===== config.mk =====
export PLATFORM = sky130hd
export DESIGN_NAME = mem_stage_ctrl_flat
export DESIGN_NICKNAME = d
export VERILOG_FILES = /design/src/rtl/mem_stage_ctrl_if.sv /design/src/rtl/mem_stage_ctrl.sv /design/src/flat_wrapper.sv
export SDC_FILE = /design/constraint.sdc
export NUM_CORES = 1
export LEC_CHECK = 0
export ABC_AREA = 0
export ABC_CLOCK_PERIOD_IN_PS = 2500
export CAP_MARGIN = 20
export CORE_MARGIN = 8
export CORE_UTILIZATION = 46
export CTS_BUF_LIST = sky130_fd_sc_hd__clkbuf_4 sky130_fd_sc_hd__clkbuf_8
export DETAILED_ROUTE_END_ITERATION = 7
export PLACE_DENSITY = 0.85
export SLEW_MARGIN = 10
export SYNTH_ARGS = -nofsm -noshare
export SYNTH_HDL_FRONTEND = slang
export SYNTH_SLANG_ARGS = --single-unit

===== constraint.sdc =====
create_clock -name clk -period 2.5 [get_ports clk]
set_input_delay 0.375 -clock clk [delete_from_list [all_inputs] [get_ports clk]]
set_output_delay 0.375 -clock clk [all_outputs]
set_load 0.05 [all_outputs]

===== src/rtl/mem_stage_ctrl_if.sv =====
// MEM stage bundle: EX/MEM entry, data-memory req/ack port and MEM/WB result.
// Latency: none, wiring only.
// Backpressure: in_ready from the stage stalls EX/MEM; dmem_ack paces each memory access.
interface mem_stage_ctrl_if #(
  parameter int XLEN = 32
);
  // EX/MEM side
  logic              in_valid;
  logic              in_ready;
  logic              mem_read;
  logic              mem_write;
  logic              branch;
  logic              zero;
  logic [2:0]        funct3;
  logic [XLEN-1:0]   result;
  logic [XLEN-1:0]   wd;
  logic              branch_taken;
  // data memory side
  logic              dmem_req;
  logic              dmem_we;
  logic [XLEN-1:0]   dmem_addr;
  logic [XLEN-1:0]   dmem_wdata;
  logic [XLEN/8-1:0] dmem_be;
  logic              dmem_ack;
  logic [XLEN-1:0]   dmem_rdata;
  // MEM/WB side
  logic              out_valid;
  logic [XLEN-1:0]   out_rdata;
  logic [XLEN-1:0]   out_result;
  logic              err;

  // Environment: EX/MEM producer, data memory and MEM/WB consumer.
  modport master (
    output in_valid, mem_read, mem_write, branch, zero, funct3, result, wd,
    output dmem_ack, dmem_rdata,
    input  in_ready, branch_taken,
    input  dmem_req, dmem_we, dmem_addr, dmem_wdata, dmem_be,
    input  out_valid, out_rdata, out_result, err
  );

  // The MEM stage itself.
  modport slave (
    input  in_valid, mem_read, mem_write, branch, zero, funct3, result, wd,
    input  dmem_ack, dmem_rdata,
    output in_ready, branch_taken,
    output dmem_req, dmem_we, dmem_addr, dmem_wdata, dmem_be,
    output out_valid, out_rdata, out_result, err
  );
endinterface


===== src/rtl/mem_stage_ctrl.sv =====
// MEM stage: branch resolve, B/H/W(/D) loads and stores over dmem req/ack, watchdog, MEM/WB register.
// Latency: non-memory entry 1 cycle to out_valid; memory entry out_valid 2 cycles after the ack cycle (min 3).
// Backpressure: in_ready is low from accept until the entry leaves DONE. Optional MEM_STAGE_MISALIGN_EN rejects misaligned accesses.
module mem_stage_ctrl #(
  parameter int XLEN    = 32,   // 32 or 64
  parameter int TIMEOUT = 255,  // cycles waiting for dmem_ack; 0 disables the watchdog
  parameter int CNT_W   = 8     // 2**CNT_W must exceed TIMEOUT
) (
  input  logic            clk,
  input  logic            rst_n,
  mem_stage_ctrl_if.slave bus
);

  localparam int NB    = XLEN / 8;
  localparam int OFF_W = $clog2(NB);
  // Watchdog fires on the cycle the counter would reach TIMEOUT.
  localparam logic [CNT_W-1:0] TO_LAST = CNT_W'((TIMEOUT > 0) ? TIMEOUT - 1 : 0);

  typedef enum logic [1:0] {IDLE, REQ, DONE} state_t;

  state_t            r_state;
  state_t            w_state_nxt;

  // Access attributes latched at accept, used when the ack returns.
  logic [1:0]        r_size;
  logic              r_uns;
  logic              r_is_load;
  logic [OFF_W-1:0]  r_off;
  logic [CNT_W-1:0]  r_cnt;

  logic              r_dmem_req;
  logic              r_dmem_we;
  logic [XLEN-1:0]   r_dmem_addr;
  logic [XLEN-1:0]   r_dmem_wdata;
  logic [NB-1:0]     r_dmem_be;
  logic              r_out_valid;
  logic [XLEN-1:0]   r_out_rdata;
  logic [XLEN-1:0]   r_out_result;
  logic              r_err;

  logic              w_is_mem;
  logic              w_is_load;
  logic [1:0]        w_size;
  logic [OFF_W-1:0]  w_off_raw;
  logic [OFF_W-1:0]  w_low;
  logic [OFF_W-1:0]  w_off;
  logic [NB-1:0]     w_be_base;
  logic [NB-1:0]     w_be;
  logic [XLEN-1:0]   w_wdata;
  logic [XLEN-1:0]   w_addr;
  logic [XLEN-1:0]   w_lane;
  logic [XLEN-1:0]   w_keep;
  logic              w_sbit;
  logic [XLEN-1:0]   w_ld;
  logic              w_timeout;

  assign w_is_mem  = bus.mem_read | bus.mem_write;
  // Read and write together is handled as a store.
  assign w_is_load = bus.mem_read & ~bus.mem_write;
  // A doubleword request on a 32-bit stage degrades to a word.
  assign w_size    = (XLEN == 32 && bus.funct3[1:0] == 2'd3) ? 2'd2 : bus.funct3[1:0];
  assign w_off_raw = bus.result[OFF_W-1:0];
  // Offset bits below the natural alignment of the access size.
  assign w_low     = OFF_W'((1 << w_size) - 1);
  assign w_off     = w_off_raw & ~w_low;
  assign w_be      = w_be_base << w_off;
  assign w_wdata   = bus.wd << {w_off, 3'b000};
  assign w_addr    = {bus.result[XLEN-1:OFF_W], {OFF_W{1'b0}}};
  assign w_lane    = bus.dmem_rdata >> {r_off, 3'b000};
  assign w_timeout = (TIMEOUT != 0) && (r_cnt == TO_LAST);

`ifdef MEM_STAGE_MISALIGN_EN
  logic w_misalign;
  assign w_misalign = |(w_off_raw & w_low);
`endif

  assign bus.in_ready     = (r_state == IDLE);
  assign bus.branch_taken = bus.in_valid & bus.branch & bus.zero;
  assign bus.dmem_req     = r_dmem_req;
  assign bus.dmem_we      = r_dmem_we;
  assign bus.dmem_addr    = r_dmem_addr;
  assign bus.dmem_wdata   = r_dmem_wdata;
  assign bus.dmem_be      = r_dmem_be;
  assign bus.out_valid    = r_out_valid;
  assign bus.out_rdata    = r_out_rdata;
  assign bus.out_result   = r_out_result;
  assign bus.err          = r_err;

  // Byte-enable pattern for the access size before lane shifting.
  always_comb begin
    w_be_base = '1;
    case (w_size)
      2'd0:    w_be_base = NB'(1);
      2'd1:    w_be_base = NB'(3);
      2'd2:    w_be_base = NB'(15);
      default: w_be_base = '1;
    endcase
  end

  // Load lane mask, sign bit and sign/zero extension of the returned word.
  always_comb begin
    w_keep = '1;
    w_sbit = w_lane[XLEN-1];
    case (r_size)
      2'd0:    begin w_keep = XLEN'(8'hFF);         w_sbit = w_lane[7];  end
      2'd1:    begin w_keep = XLEN'(16'hFFFF);      w_sbit = w_lane[15]; end
      2'd2:    begin w_keep = XLEN'(32'hFFFF_FFFF); w_sbit = w_lane[31]; end
      default: begin w_keep = '1;                   w_sbit = w_lane[XLEN-1]; end
    endcase
    w_ld = (w_lane & w_keep) | ((!r_uns && w_sbit) ? ~w_keep : '0);
  end

  // State register.
  always_ff @(posedge clk or negedge rst_n) begin
    if (!rst_n) r_state <= IDLE;
    else        r_state <= w_state_nxt;
  end

  // Next-state: memory entries wait in REQ for ack or watchdog, then pass through DONE.
  always_comb begin
    w_state_nxt = r_state;
    case (r_state)
      IDLE: begin
        if (bus.in_valid && w_is_mem) begin
`ifdef MEM_STAGE_MISALIGN_EN
          w_state_nxt = w_misalign ? DONE : REQ;
`else
          w_state_nxt = REQ;
`endif
        end
      end
      REQ:     if (bus.dmem_ack || w_timeout) w_state_nxt = DONE;
      DONE:    w_state_nxt = IDLE;
      default: w_state_nxt = IDLE;
    endcase
  end

  // Datapath: latch entry, drive the memory port, capture load data, raise MEM/WB valid and sticky err.
  always_ff @(posedge clk or negedge rst_n) begin
    if (!rst_n) begin
      r_size       <= '0;
      r_uns        <= 1'b0;
      r_is_load    <= 1'b0;
      r_off        <= '0;
      r_cnt        <= '0;
      r_dmem_req   <= 1'b0;
      r_dmem_we    <= 1'b0;
      r_dmem_addr  <= '0;
      r_dmem_wdata <= '0;
      r_dmem_be    <= '0;
      r_out_valid  <= 1'b0;
      r_out_rdata  <= '0;
      r_out_result <= '0;
      r_err        <= 1'b0;
    end else begin
      r_out_valid <= 1'b0;
      case (r_state)
        IDLE: begin
          if (bus.in_valid) begin
            r_out_result <= bus.result;
            r_out_rdata  <= '0;
            r_size       <= w_size;
            r_uns        <= bus.funct3[2];
            r_is_load    <= w_is_load;
            r_off        <= w_off;
            r_cnt        <= '0;
            if (!w_is_mem) begin
              r_out_valid <= 1'b1;
`ifdef MEM_STAGE_MISALIGN_EN
            end else if (w_misalign) begin
              r_err <= 1'b1;
`endif
            end else begin
              r_dmem_req   <= 1'b1;
              r_dmem_we    <= bus.mem_write;
              r_dmem_addr  <= w_addr;
              r_dmem_wdata <= w_wdata;
              r_dmem_be    <= w_be;
            end
          end
        end
        REQ: begin
          // An ack in the watchdog's final cycle still completes normally.
          if (bus.dmem_ack) begin
            r_dmem_req <= 1'b0;
            if (r_is_load) r_out_rdata <= w_ld;
          end else if (w_timeout) begin
            r_dmem_req <= 1'b0;
            r_err      <= 1'b1;
          end else begin
            r_cnt <= r_cnt + CNT_W'(1);
          end
        end
        DONE:    r_out_valid <= 1'b1;
        default: r_out_valid <= 1'b0;
      endcase
    end
  end

endmodule


===== src/flat_wrapper.sv =====
// flat-port wrapper written by rule: the top's interface ports become plain ports
module mem_stage_ctrl_flat 
#(
  parameter int XLEN    = 32,              
  parameter int TIMEOUT = 255,                                                         
  parameter int CNT_W   = 8                                    
)
  (clk, rst_n, bus_in_valid, bus_mem_read, bus_mem_write, bus_branch, bus_zero, bus_funct3, bus_result, bus_wd, bus_dmem_ack, bus_dmem_rdata, bus_in_ready, bus_branch_taken, bus_dmem_req, bus_dmem_we, bus_dmem_addr, bus_dmem_wdata, bus_dmem_be, bus_out_valid, bus_out_rdata, bus_out_result, bus_err);
  mem_stage_ctrl_if #(.XLEN(XLEN)) bus_i ();
  input  logic clk;
  input  logic rst_n;
  input wire logic [$bits(bus_i.in_valid)-1:0] bus_in_valid;
  input wire logic [$bits(bus_i.mem_read)-1:0] bus_mem_read;
  input wire logic [$bits(bus_i.mem_write)-1:0] bus_mem_write;
  input wire logic [$bits(bus_i.branch)-1:0] bus_branch;
  input wire logic [$bits(bus_i.zero)-1:0] bus_zero;
  input wire logic [$bits(bus_i.funct3)-1:0] bus_funct3;
  input wire logic [$bits(bus_i.result)-1:0] bus_result;
  input wire logic [$bits(bus_i.wd)-1:0] bus_wd;
  input wire logic [$bits(bus_i.dmem_ack)-1:0] bus_dmem_ack;
  input wire logic [$bits(bus_i.dmem_rdata)-1:0] bus_dmem_rdata;
  output wire logic [$bits(bus_i.in_ready)-1:0] bus_in_ready;
  output wire logic [$bits(bus_i.branch_taken)-1:0] bus_branch_taken;
  output wire logic [$bits(bus_i.dmem_req)-1:0] bus_dmem_req;
  output wire logic [$bits(bus_i.dmem_we)-1:0] bus_dmem_we;
  output wire logic [$bits(bus_i.dmem_addr)-1:0] bus_dmem_addr;
  output wire logic [$bits(bus_i.dmem_wdata)-1:0] bus_dmem_wdata;
  output wire logic [$bits(bus_i.dmem_be)-1:0] bus_dmem_be;
  output wire logic [$bits(bus_i.out_valid)-1:0] bus_out_valid;
  output wire logic [$bits(bus_i.out_rdata)-1:0] bus_out_rdata;
  output wire logic [$bits(bus_i.out_result)-1:0] bus_out_result;
  output wire logic [$bits(bus_i.err)-1:0] bus_err;
  assign bus_i.in_valid = bus_in_valid;
  assign bus_i.mem_read = bus_mem_read;
  assign bus_i.mem_write = bus_mem_write;
  assign bus_i.branch = bus_branch;
  assign bus_i.zero = bus_zero;
  assign bus_i.funct3 = bus_funct3;
  assign bus_i.result = bus_result;
  assign bus_i.wd = bus_wd;
  assign bus_i.dmem_ack = bus_dmem_ack;
  assign bus_i.dmem_rdata = bus_dmem_rdata;
  assign bus_in_ready = bus_i.in_ready;
  assign bus_branch_taken = bus_i.branch_taken;
  assign bus_dmem_req = bus_i.dmem_req;
  assign bus_dmem_we = bus_i.dmem_we;
  assign bus_dmem_addr = bus_i.dmem_addr;
  assign bus_dmem_wdata = bus_i.dmem_wdata;
  assign bus_dmem_be = bus_i.dmem_be;
  assign bus_out_valid = bus_i.out_valid;
  assign bus_out_rdata = bus_i.out_rdata;
  assign bus_out_result = bus_i.out_result;
  assign bus_err = bus_i.err;
  mem_stage_ctrl #(.XLEN(XLEN), .TIMEOUT(TIMEOUT), .CNT_W(CNT_W)) u_core (.clk(clk), .rst_n(rst_n), .bus(bus_i));
endmodule

==> results of run 1 <==
routing by layer:
metal	vias up	global-route usage	wire length [um]
met2	282	0.370	10400
li1	2733	-	-
met4	0	0.0935	663
met3	36	0.0810	2260
met5	-	0	0
met1	2859	0.281	8680
layout make-up:
| type | instances | area [um2] | area share |
|---|---|---|---|
| well taps | 184 | 230 | 0.0235 |
| clock buffers | 22 | 278 | 0.0284 |
| clock inverters | 9 | 104 | 0.0106 |
| multi-input cells | 469 | 2770 | 0.282 |
| flip-flops and latches | 150 | 3750 | 0.383 |
| inverters | 3 | 11.3 | 0.00115 |
| repair buffers | 264 | 2650 | 0.271 |
repair_timing:
action	CTS	global route
hold buffers	1	0
endpoints found under the setup margin	0	0
endpoints found under the hold margin	59	0
power by group:
part	switching, uW	internal, uW
Clock	884	946
Sequential	660	3410
Combinational	5310	2610
placed cells by master, fill, tap and decap left out, types with 2 or more instances in the layout:
cell type and count:
mux2_2 15, clkinv_2 4, inv_1 3, nor3_1 3
o21ai_0 26, bufinv_16 2, mux2i_1 51, buf_12 5
nand4_1 3, xor2_1 2, a22o_1 18, and3_1 3
a31oi_1 3, nor2_1 20, a21o_1 3, clkbuf_8 18
o21ai_1 14, a21oi_1 17, or3b_2 2, dfrtp_1 150
nand3_1 5, a221o_1 16, nand2b_1 3, nor3b_1 2
a2bb2oi_1 8, buf_4 17, nand2_1 227, conb_1 2
ha_1 2, clkbuf_4 4, clkinvlp_4 2, clkdlybuf4s50_1 240
worst max-delay path: cells and delay by family (launching register included):
| kind | cells | cell delay, ps |
|---|---|---|
| buffers and inverters | 1 | 820 |
| flip-flops | 1 | 500 |
| AND/OR/NAND/NOR | 1 | 150 |
per-stage QoR:
step | setup slack [ps] | total power (uW) | instances
2_1_floorplan | 752 | 9160 | 662
3_3_place_gp | 257 | 11900 | 1069
3_5_place_dp | 230 | 12100 | 1069
4_1_cts | 190 | 13900 | 1101
5_1_grt | 129 | 14500 | 1101
6_report | 229 | 13800 | 1101
logic make-up (layout without fill, tap and decap cells):
| group | Yosys count | in the layout | synth area share |
|---|---|---|---|
| simple gates | 283 | 283 | 0.180 |
| flops | 150 | 150 | 0.553 |
| compound gates | 111 | 111 | 0.112 |
| mux | 68 | 68 | 0.105 |
| buf+inv | 43 | 298 | 0.0415 |
| xor+xnor | 3 | 3 | 0.00387 |
| fa+ha+maj | 2 | 2 | 0.00369 |
| other cells | 1 | 2 | 0.000553 |
cell usage after synthesis (all sizes together) (4+ instances only):
cell,count
a21oi,17
a221o,16
a22o,18
a2bb2oi,8
buf,25
clkbuf,15
dfrtp,150
mux2,16
mux2i,51
nand2,228
nand3,5
nor2,22
nor3,4
nor3b,4
o21ai,41
worst max path at each step:
stage | depth (start not counted) | slack, ps | endpoint | startpoint
2_1_floorplan | 6 | 750 | u_core.bus.dmem_wdata[30]$_DFFE_PN0P_ | u_core.r_state[0]$_DFFE_PN0P_
3_3_place_gp | 6 | 260 | u_core.bus.dmem_be[1]$_DFFE_PN0P_ | bus_in_valid
3_5_place_dp | 5 | 230 | u_core.bus.dmem_wdata[27]$_DFFE_PN0P_ | bus_result[0]
4_1_cts | 2 | 190 | bus_in_ready | u_core.r_state[0]$_DFFE_PN0P_
5_1_grt | 2 | 130 | bus_in_ready | u_core.r_state[0]$_DFFE_PN0P_
6_report | 2 | 230 | bus_in_ready | u_core.r_state[0]$_DFFE_PN0P_
state kept, by name, summed over array words and instances (netlist names):
register	flops
u_core.bus.out_result	32
u_core.bus.out_valid	1
u_core.r_uns	1
u_core.bus.err	1
u_core.r_off	2
u_core.bus.dmem_addr	30
u_core.r_size	2
u_core.bus.dmem_wdata	32
u_core.r_cnt	8
u_core.bus.out_rdata	32
u_core.r_is_load	1
u_core.bus.dmem_we	1
u_core.bus.dmem_req	1
u_core.r_state	2
u_core.bus.dmem_be	4
==> results.toml, run 1 <==
[power]
p_leak_uw = 0.00452
max-vdd-ir-drop_mv = 1.23
p_per_area_nw_per_um2 = 1410

[global_route]
grt_max_degree = 63
antenna_found_initial = 0
track_usage = 0.232
grt_pass1_wl_um = 33700
overflow = 0
first_global_vias = 6160

[routing]
routedWlPerCell_um = 20.0
routed_via_density = 5.37
dr_total_vias = 5910
drc = 0
wl_um = 22000
dr.pass1.iters = 5
ant_nets = 0
drt_iter0_markers = 349

[logic_synthesis]
ys_ff_latch = 150
synth.distinct_cells = 54
synthesis.instances = 661
syn_area_per_cell_um2 = 10.3
synth-edff-count = 0
yosys.area.top_type_share = 0.553
yosysSeqAreaShare = 0.553
synth_area_leaders = "dfrtp_1 55%, nand2_1 13%, mux2i_1 7.5%, mux2_2 2.5%, a221o_1 2.4%"
synth_area_leader_cell = "dfrtp_1"
netlist_area_um2 = 6780
synthArstFlopShare = 1.00
synthFlopType = "dfrtp_1"
ys.warnings.count = 0

[setup_path]
crit_path_end_kind = "output pin"
critPathMaxFanout = 11
path_cells = "nor2_1 > clkdlybuf4s50_1"
ff2ff_setup_slack_ps = 590
max_stage_delay_ps = 820
cp-start-kind = "flip-flop"
required_ps = 2120
r2r_end = "u_core.bus.out_rdata[17]$_DFFE_PN0P_"
path_class = "flip-flop to output pin"
slowest_stage = "clkdlybuf4s50_1"
crit_arrival_ps = 1900
rr_worst_depth = 5
r2r-start = "u_core.r_off[1]$_DFFE_PN0P_"

[cells_and_area]
final_area_um2 = 9790
final_util = 0.676
nFillCells = 1120
num_antenna_cells = 0
area_growth_pct = 44.4
drive_above_1_share = 0.0894
fin_nets = 1014

[clocking]
cts.clk_slew.worst_paths_ps = 80
cts_tree = "yes"
clk_latency_ps = 440
cts_resized = 0
cts_setup_buffers = 0
cts.htree.levels = 4
cts_buffer_depth = 2
clockRootBuffer = "clkbuf_8"
clkSinkCount = 150
cts_inserted_buffers = 17

[sta]
max_freq_ghz = 0.440
maxSlewViolCount = 0
period_share = 0.908
relSlewSlack = 0.556
setup_viol = 0
hold_violations = 0
whs_ps = 470
tightest_slew_ps = 666
period_needed_ps = 2270
fin_skew_ps = 10.4
rsz0062_at_grt = "no"
setup_tns_ps = 0

[placed_design]
post-dp-hpwl_um = 16400
port_buffers = 242
gp_congestion = 0.898
place_area_um2 = 9400

[run_status]
run_status = "finished clean"

[die]
core-area_um2 = 14500
die_area_um2 = 18900
rows = 44
fp.dieW_um = 137
dieHeight_um = 137
io_pins = 245
start_util = 0.469

[flow_run]
maxCapViolations = 0

[min_path]
hp-class = "input port to async pin"
(Power assumes the default switching activity.)
==> run 2, diff against run 1 <==
SETUP_SLACK_MARGIN = 0.2   (was not set)
==> results.toml, run 2 (synthesized netlist as in run 1, its figures left out) <==
[sta]
maxSlewViolCount = 0
tightest_slew_ps = 666
period_share = 0.824
setup_viol = 0
setup_tns_ps = 0
relSlewSlack = 0.556
rsz0062_at_grt = "no"
hold_violations = 0
fin_skew_ps = 10.4
max_freq_ghz = 0.486
period_needed_ps = 2060

[setup_path]
crit_path_end_kind = "output pin"
required_ps = 2120
cp-start-kind = "flip-flop"
slowest_stage = "clkdlybuf4s50_1"
critPathMaxFanout = 2
cp_top_family = "buffers and inverters"
crit_arrival_ps = 1680
cp.buffers_inverters = 1
max_stage_delay_ps = 890
path_class = "flip-flop to output pin"
path_cells = "clkdlybuf4s50_1"

[run_status]
run_status = "finished clean"

[clocking]
clkSinkCount = 150
cts_tree = "yes"
cts_setup_buffers = 0
cts.htree.levels = 4
clockRootBuffer = "clkbuf_8"
cts_buffer_depth = 2
clk_latency_ps = 440
cts_inserted_buffers = 17
cts.clk_slew.worst_paths_ps = 80

[die]
core-area_um2 = 14500
die_area_um2 = 18900
io_pins = 245
fp.dieW_um = 137
rows = 44
start_util = 0.469
dieHeight_um = 137

[cells_and_area]
num_antenna_cells = 0
final_cells = 1101
layout_common_cells = "239 x clkdlybuf4s50_1, 227 x nand2_1, 150 x dfrtp_1"
final_common_cell = "clkdlybuf4s50_1"
drive_above_1_share = 0.0894
area_growth_pct = 44.4
fin_nets = 1014

[min_path]
hp-class = "input port to async pin"

[flow_run]
maxCapViolations = 0

[power]
p_leak_uw = 0.00452
p_per_area_nw_per_um2 = 1410
max-vdd-ir-drop_mv = 1.23

[placed_design]
gp_congestion = 0.898
port_buffers = 242
dp_cells = 1069
post-dp-hpwl_um = 16400

[routing]
drc = 0
dr_total_vias = 5902
drt_iter0_markers = 350
wl_um = 22000
dr.pass1.iters = 5
routedWlPerCell_um = 20.0
ant_nets = 0
routed_via_density = 5.36

[global_route]
antenna_found_initial = 0
track_usage = 0.232
grt_max_degree = 63
grt_pass1_wl_um = 33700
overflow = 0
first_global_vias = 6160
## run 2: cell count changes in the layout (fill, tap and decap cells not counted), sizes merged
cell / change
clkdlybuf4s50: -1
dlygate4sd2: +1
## run 2: repair_timing
action                                  4_1_cts  5_1_grt
endpoints found under the setup margin        1        0
hold buffers                                  1        0
resized for setup                             1        0
hold endpoints to repair                     59        0
## run 2: final timing paths
kind	startpoint	endpoint	slack, ps	depth (start not counted)
max	u_core.bus.dmem_we$_DFFE_PN0P_	bus_dmem_we	440	1
min	rst_n	u_core.bus.out_result[29]$_DFFE_PN0P_	470	2
max reg2reg	u_core.r_off[1]$_DFFE_PN0P_	u_core.bus.out_rdata[28]$_DFFE_PN0P_	590	5
min reg2reg	u_core.bus.out_result[5]$_DFFE_PN0P_	u_core.bus.out_result[5]$_DFFE_PN0P_	480	2
max in group asynchronous	rst_n	u_core.bus.dmem_wdata[15]$_DFFE_PN0P_	1310	3
min in group clk	bus_funct3[2]	u_core.r_uns$_DFFE_PN0P_	470	3
## run 2: routing by layer
metal | vias to the layer above | track usage | part of all wire
li1 | 2733 | - | -
met1 | 2849 | 0.281 | 0.39
met2 | 284 | 0.370 | 0.47
met3 | 36 | 0.0810 | 0.10
met4 | 0 | 0.0935 | 0.030
met5 | - | 0 | 0
## run 2: power by group
group | switching, uW | internal (uW) | total (uW)
combinational | 5310 | 2600 | 7910
clock | 884 | 946 | 1830
sequential | 660 | 3410 | 4070
total | 6860 | 6960 | 13800
## run 2: through the flow
| stage | cell area [um2] | setup WS, ps | total power (uW) | util | hold WS [ps] |
|---|---|---|---|---|---|
| final | 9790 | 440 | 13800 | 0.676 | 470 |
| after global routing | 9790 | 389 | 14500 | 0.676 | 472 |
| after CTS | 9790 | 409 | 13900 | 0.676 | 443 |
| after detailed placement | 9400 | 230 | 12100 | 0.649 | 389 |
| after global placement | 9400 | 257 | 11900 | 0.649 | 394 |
| after floorplan | 6790 | 752 | 9160 | - | 79.4 |
## run 2: worst register-to-register path: stages (launching register included)
cell	delay, ps
dfrtp_1	430
buf_4	330
mux2i_1	230
nor3_1	70
o31a_2	430
a221o_1	310
## run 2: cell type report
class	count	area, um2
clock inverters	9	104
well taps	184	230
repair buffers	264	2650
clock buffers	22	278
multi-input cells	469	2770
fillers	1121	4690
flip-flops and latches	150	3750
inverters	3	11.3
